$ cat config.mk
export PLATFORM = sky130hd
export DESIGN_NAME = aclk_controller
export DESIGN_NICKNAME = d
export VERILOG_FILES = /design/src/rtl/aclk_controller.sv
export SDC_FILE = /design/constraint.sdc
export NUM_CORES = 1
export LEC_CHECK = 0
export CAP_MARGIN = 5
export CORE_AREA = 2 2 39 41
export CTS_CLUSTER_DIAMETER = 200
export DETAILED_ROUTE_END_ITERATION = 8
export DIE_AREA = 0 0 41 43
export GPL_TIMING_DRIVEN = 0
export PLACE_DENSITY_LB_ADDON = 0.2
export SYNTH_ARGS = -nofsm -noshare
export SYNTH_HDL_FRONTEND = slang
export SYNTH_SLANG_ARGS = --single-unit
$ cat constraint.sdc
create_clock -name clk_i -period 3.7 [get_ports clk_i]
set_clock_uncertainty 0.2 [all_clocks]
set_input_delay 0.925 -clock clk_i [delete_from_list [all_inputs] [get_ports clk_i]]
set_output_delay 0.925 -clock clk_i [all_outputs]
set_load 0.01 [all_outputs]
$ cat src/rtl/aclk_controller.sv
// aclk_controller: main sequencing FSM of the alarm clock.
//   clk_i           system clock (shared with aclk_timegen)
//   reset_i         asynchronous active-low reset
//   one_second_i    1-cycle seconds tick from aclk_timegen
//   key_i[3:0]      keypad code, 0-9 digit, anything else idle
//   alarm_button_i  level, alarm button held
//   time_button_i   level, time button held
//   shift_o         shift current digit into key buffer
//   load_new_a_o    load key buffer into alarm register
//   load_new_c_o    load key buffer into minute counter
//   reset_count_o   restart timegen prescaler
//   show_a_o        LCD shows alarm time
//   show_new_time_o LCD shows key buffer
module aclk_controller #(
   parameter int         TIMEOUT_SEC = 10,
   parameter logic [3:0] NOKEY       = 4'd10
) (
   input  logic       clk_i,
   input  logic       reset_i,
   input  logic       one_second_i,
   input  logic [3:0] key_i,
   input  logic       alarm_button_i,
   input  logic       time_button_i,
   output logic       shift_o,
   output logic       load_new_a_o,
   output logic       load_new_c_o,
   output logic       reset_count_o,
   output logic       show_a_o,
   output logic       show_new_time_o
);
   localparam int TW = $clog2(TIMEOUT_SEC);
   typedef enum logic [2:0] {
      SHOW_TIME, KEY_STORED, KEY_WAITED, KEY_ENTRY, SHOW_ALARM, SET_ALARM_TIME, SET_CURRENT_TIME
   } state_e;
   state_e          state_q, state_d;
   logic [TW-1:0]   tcnt_q, tcnt_d;
   logic            valid_key, in_entry, timeout;
   // codes from NOKEY upward (10-15) are all treated as "no key"
   assign valid_key = key_i < NOKEY;
   assign in_entry  = state_q == KEY_WAITED || state_q == KEY_ENTRY;
   assign timeout   = in_entry && one_second_i && tcnt_q == TW'(TIMEOUT_SEC - 1);
   // window only runs while waiting for the next digit; KEY_STORED clears it so
   // every press restarts the full timeout
   assign tcnt_d    = (!in_entry || timeout) ? '0 : tcnt_q + TW'(one_second_i);
   always_comb begin
      state_d = state_q;
      case (state_q)
         SHOW_TIME:  state_d = alarm_button_i ? SHOW_ALARM : valid_key ? KEY_STORED : SHOW_TIME;
         KEY_STORED: state_d = KEY_WAITED;
         KEY_WAITED: state_d = timeout ? SHOW_TIME : !valid_key ? KEY_ENTRY : KEY_WAITED;
         KEY_ENTRY:  state_d = timeout ? SHOW_TIME : alarm_button_i ? SET_ALARM_TIME :
                               time_button_i ? SET_CURRENT_TIME : valid_key ? KEY_STORED : KEY_ENTRY;
         SHOW_ALARM: state_d = alarm_button_i ? SHOW_ALARM : SHOW_TIME;
         default:    state_d = SHOW_TIME;
      endcase
   end
   always_ff @(posedge clk_i or negedge reset_i) begin
      if (!reset_i) begin
         state_q <= SHOW_TIME;
         tcnt_q  <= '0;
      end else begin
         state_q <= state_d;
         tcnt_q  <= tcnt_d;
      end
   end
   assign shift_o         = state_q == KEY_STORED;
   assign show_new_time_o = state_q == KEY_STORED || in_entry;
   assign show_a_o        = state_q == SHOW_ALARM;
   assign load_new_a_o    = state_q == SET_ALARM_TIME;
   assign load_new_c_o    = state_q == SET_CURRENT_TIME;
   assign reset_count_o   = state_q == SET_CURRENT_TIME;
endmodule

Word level (Yosys, flattened, before mapping)
Cells that the tools add are included.
{ "word_totals": {"ff_bits": 7, "output_inout_bits": 6, "word_cells": 29} }
{ "classes": {"add_sub_neg": 1, "magnitude_cmp": 1, "eq_ne": 7, "n_mux": 11, "n_reduce_logical": 7} }
{ "op_table": {"columns": ["op", "n"], "rows": [
  ["$mux 3", 5],
  ["$pmux 3 s5", 1],
  ["$eq 3x3->1 const B", 3],
  ["$eq 3x2->1 const B", 2],
  ["$add 4x1->4", 1],
  ["$eq 4x4->1 const B", 1],
  ["$lt 4x4->1 const B", 1],
  ["$mux 2", 2],
  ["$mux 4", 1],
  ["$eq 3x1->1 const B", 1],
  ["$logic_not 3->1", 1],
  ["$logic_or 1x1->1", 3],
  ["$logic_and 1x1->1", 2],
  ["$mux 1", 2],
  ["$logic_not 1->1", 1]
]} }

Longest topological paths before layout
{ "depth": {"depth_word": 6, "depth_mapped": 4, "mapped_depth_nobuf": 4} }

Worst setup path after synthesis
No wires, ideal clock.
{ "synth_timing": {"path_kind": "reg-to-output", "startpoint": "register state_q[1]", "endpoint": "output reset_count_o", "t_arrival_ps": 1056, "required_time_ps": 2575, "path_slack_ps": 1519, "path_stages_with_launch": 4, "n_path_buf": 1, "path_cell_list": "dfrtp_1 inv_1 nor3b_1 buf_4"} }
{ "synth_via": {"elab_chain_cells": 1} }
{ "synth_lines": {"columns": ["element", "line", "rtl"], "rows": [
  ["start, declared", "35", "state_e state_q, state_d;"],
  ["start signal, assigned", "62", "state_q <= state_d;"],
  ["$eq 3x3->1", null, null],
  ["end, declared", "27", "output logic reset_count_o,"]
]} }
No other way between the ends.

Worst setup path after layout
{ "layout_timing": {"startpoint": "register state_q[1]", "endpoint": "output reset_count_o"} }
{ "layout_via": {"elab_chain_cells": 1} }
{ "layout_lines": {"columns": ["element", "line", "rtl"], "rows": [
  ["$eq 3x3->1", "71", "assign reset_count_o = state_q == SET_CURRENT_TIME;"]
]} }
No other way between the ends.

==> run_results.csv <==
group,metric,value,unit
yosys,synthesis.area,409,sq um
yosys,syn_nets,51,
drt,detail-route-antenna-nets,0,
drt,routedWlPerCell,10.0,microns
yosys,async_flop_share,100,%
drt,viasPerCell,4.66,
yosys,synth_adder_area_share,6.12,%
grt,antenna_found_initial,0,
clock_network,cts_buffer_depth,2,
grt,grt_start_max_net_pins,9,
clock_network,ctsHtreeMaxLevel,1,
floorplanning,start_util,29.6,%
drt,drc_errors,0,
yosys,synth_edf_count,0,
clock_network,cts.sinks,7,
yosys,ys_seq_area_share,42.8,%
finish,final_nets,69,
timing,worst_pin_slew,0.348,ns
yosys,ys_types,23,
floorplanning,die_y,43,microns
drt,wl,731,microns
yosys,yosysTopAreaCell,"dfrtp_1",
yosys,synthTopCellsByCount,"dfrtp_1, nor2_1, inv_1",
floorplanning,num_rows,14,
grt,grt_overflow,0,
floorplanning,core,1380,sq um
status,status,"finished, final reports clean",
clock_network,ctsHoldBuffers,0,
yosys,synthCells,40,
timing,hold_viol,0,
yosys,synthMuxAreaShare,0,%
clock_network,insertion_delay,0.25,ns
grt,grt_pass1_wl,1.30,mm
timing,fin_setup_tns,0,ns
clock_network,cts_resized,0,
timing,period_share,76.2,%
floorplanning,die_x,41,microns
timing,min_period,2.82,ns
place,placed_cells,69,
finish,fin_cells,73,
yosys,ys_ff_latch,7,
clock_network,post-cts-setup-buffers,0,
place,dp_worst_setup_slack,1.13,ns
yosys,syn_avg_cell_area,10.2,sq um
job,cap_violations,0,
worst_setup_path,worstPathMaxFanout,5,
timing,layout_setup_ws,0.880,ns
timing,fmax,0.355,GHz
place,dpl.hpwl,570,microns
yosys,synth_compound_area_share,19.6,%
grt,grtUsageTotal,11.2,%
power,cellLeakagePower,0.248,nW
yosys,yosysTopAreaCellShare,42.8,%
finish,multiInputGateArea,215,sq um
timing,maxSlewHeadroom,76.4,%
power,ir_drop,0.334,mV
drt,dr.pass1.iters,4,
yosys,synth_most_common_cell,"dfrtp_1",
worst_setup_path,startpoint_type,"flip-flop",
drt,vias,340,
yosys,synth_xor_xnor_area_share,4.28,%
power,p_per_area,627,nW/um^2
finish,syn_to_final_growth,43.1,%
timing,setup_viol,0,
timing,drv_slew,0,
place,place_congestion,0.646,
floorplanning,io_pins,15,
finish,regArea,175,sq um
worst_setup_path,critPathKind,"flip-flop to primary output",
yosys,yosysWarnings,0,
clock_network,root_buffer,"clkbuf_4",
power,p_total,0.000367,W
drt,drtIter0Drc,3,
yosys,synth_simple_gate_area_share,22.6,%
yosys,synthFlopType,"dfrtp_1",
timing,timing.hold.ws,0.340,ns
floorplanning,die_area,1760,sq um
place,portBuffers,13,
yosys,synthTopCellsByArea,"dfrtp_1, ha_1, nor2_1",
hold_path,min_path_type,"flip-flop to flip-flop",
clock_network,path_clk_slew,0.05,ns
worst_setup_path,crit_required,2.57,ns
finish,fillers,149,
clock_network,cts_tree,"yes",
timing,rsz0062_at_grt,"no",
worst_setup_path,end_kind,"primary output",
clock_network,cts_buffers,3,
finish,drive_gt1_share,15.8,%
finish,antenna_cells,0,
worst_setup_path,crit_arrival,1.69,ns
yosys,synth_top_family_by_area,"simple AND/OR/NAND/NOR gates",
grt,grt_pass1_vias,317,
## metal layers
layer / up-vias / part of all wire, % / track usage, %
met5: - / 0 / 0
met4: 0 / 0 / 4.00
met3: 0 / 8.6 / 6.28
met2: 12 / 45 / 15.3
met1: 152 / 47 / 14.4
li1: 176 / - / -
## layout make-up
type | count | share of cell area (%)
plain buffers | 1 | 1.28
well taps | 16 | 3.42
clock buffers | 4 | 4.49
repair buffers | 13 | 22.2
flip-flops and latches | 7 | 29.9
inverters | 3 | 1.92
multi-input cells | 29 | 36.8
## critical path: stages (launching register included)
cell and delay (ns):
dfrtp_1 0.41, inv_1 0.10, nor3b_1 0.27, buf_4 0.15, clkdlybuf4s50_1 0.52
## metrics by stage
step,utilization (%),instance area [sq um]
after floorplan,-,409
after global placement,40.4,559
after detailed placement,40.4,559
after CTS,42.3,586
after global routing,42.3,586
final,42.3,586
## worst paths after layout
| kind | startpoint | endpoint | slack, ns | cells past startpoint |
|---|---|---|---|---|
| worst max-delay path | state_q[1] | reset_count_o | 0.88 | 4 |
| worst min-delay path | tcnt_q[3] | tcnt_q[3] | 0.34 | 2 |
| worst max register to register | tcnt_q[1] | state_q[0] | 2.27 | 3 |
| worst min register to register | tcnt_q[3] | tcnt_q[3] | 0.34 | 2 |
| max in group asynchronous | reset_i | tcnt_q[0] | 2.35 | 1 |
| min in group asynchronous | reset_i | state_q[1] | 0.73 | 1 |
## cells in the final DEF, fill, tap and decap left out, types with 2 or more instances in the layout
| cell | netlist | final |
|---|---|---|
| nor3b_1 | 2 | 2 |
| clkbuf_4 | 0 | 3 |
| o21ai_0 | 2 | 2 |
| nor2_1 | 6 | 6 |
| ha_1 | 2 | 2 |
| nand2_1 | 2 | 2 |
| clkdlybuf4s50_1 | 0 | 13 |
| dfrtp_1 | 7 | 7 |
| inv_1 | 3 | 3 |
## registers in the layout (all words and copies together) (netlist names)
register	cells
tcnt_q	4
state_q	3
## cells by family (layout without fill, tap and decap cells)
family                     Yosys count  after routing
adders and majority gates            2              2
xor gates and xnor gates             2              2
buffers and inverters                4             21
DFF                                  7              7
and+or+nand+nor                     16             16
AOI/OAI and AO/OA                    9              9
## report_power, final
part	leakage, nW	internal [W]	switching, W	total (W)
clock network	0.0150	0.0000411	0.0000268	0.0000678
logic	0.139	0.0000993	0.0000727	0.000172
registers	0.0937	0.0000967	0.0000307	0.000127
Power figures use the tool's default switching activity.
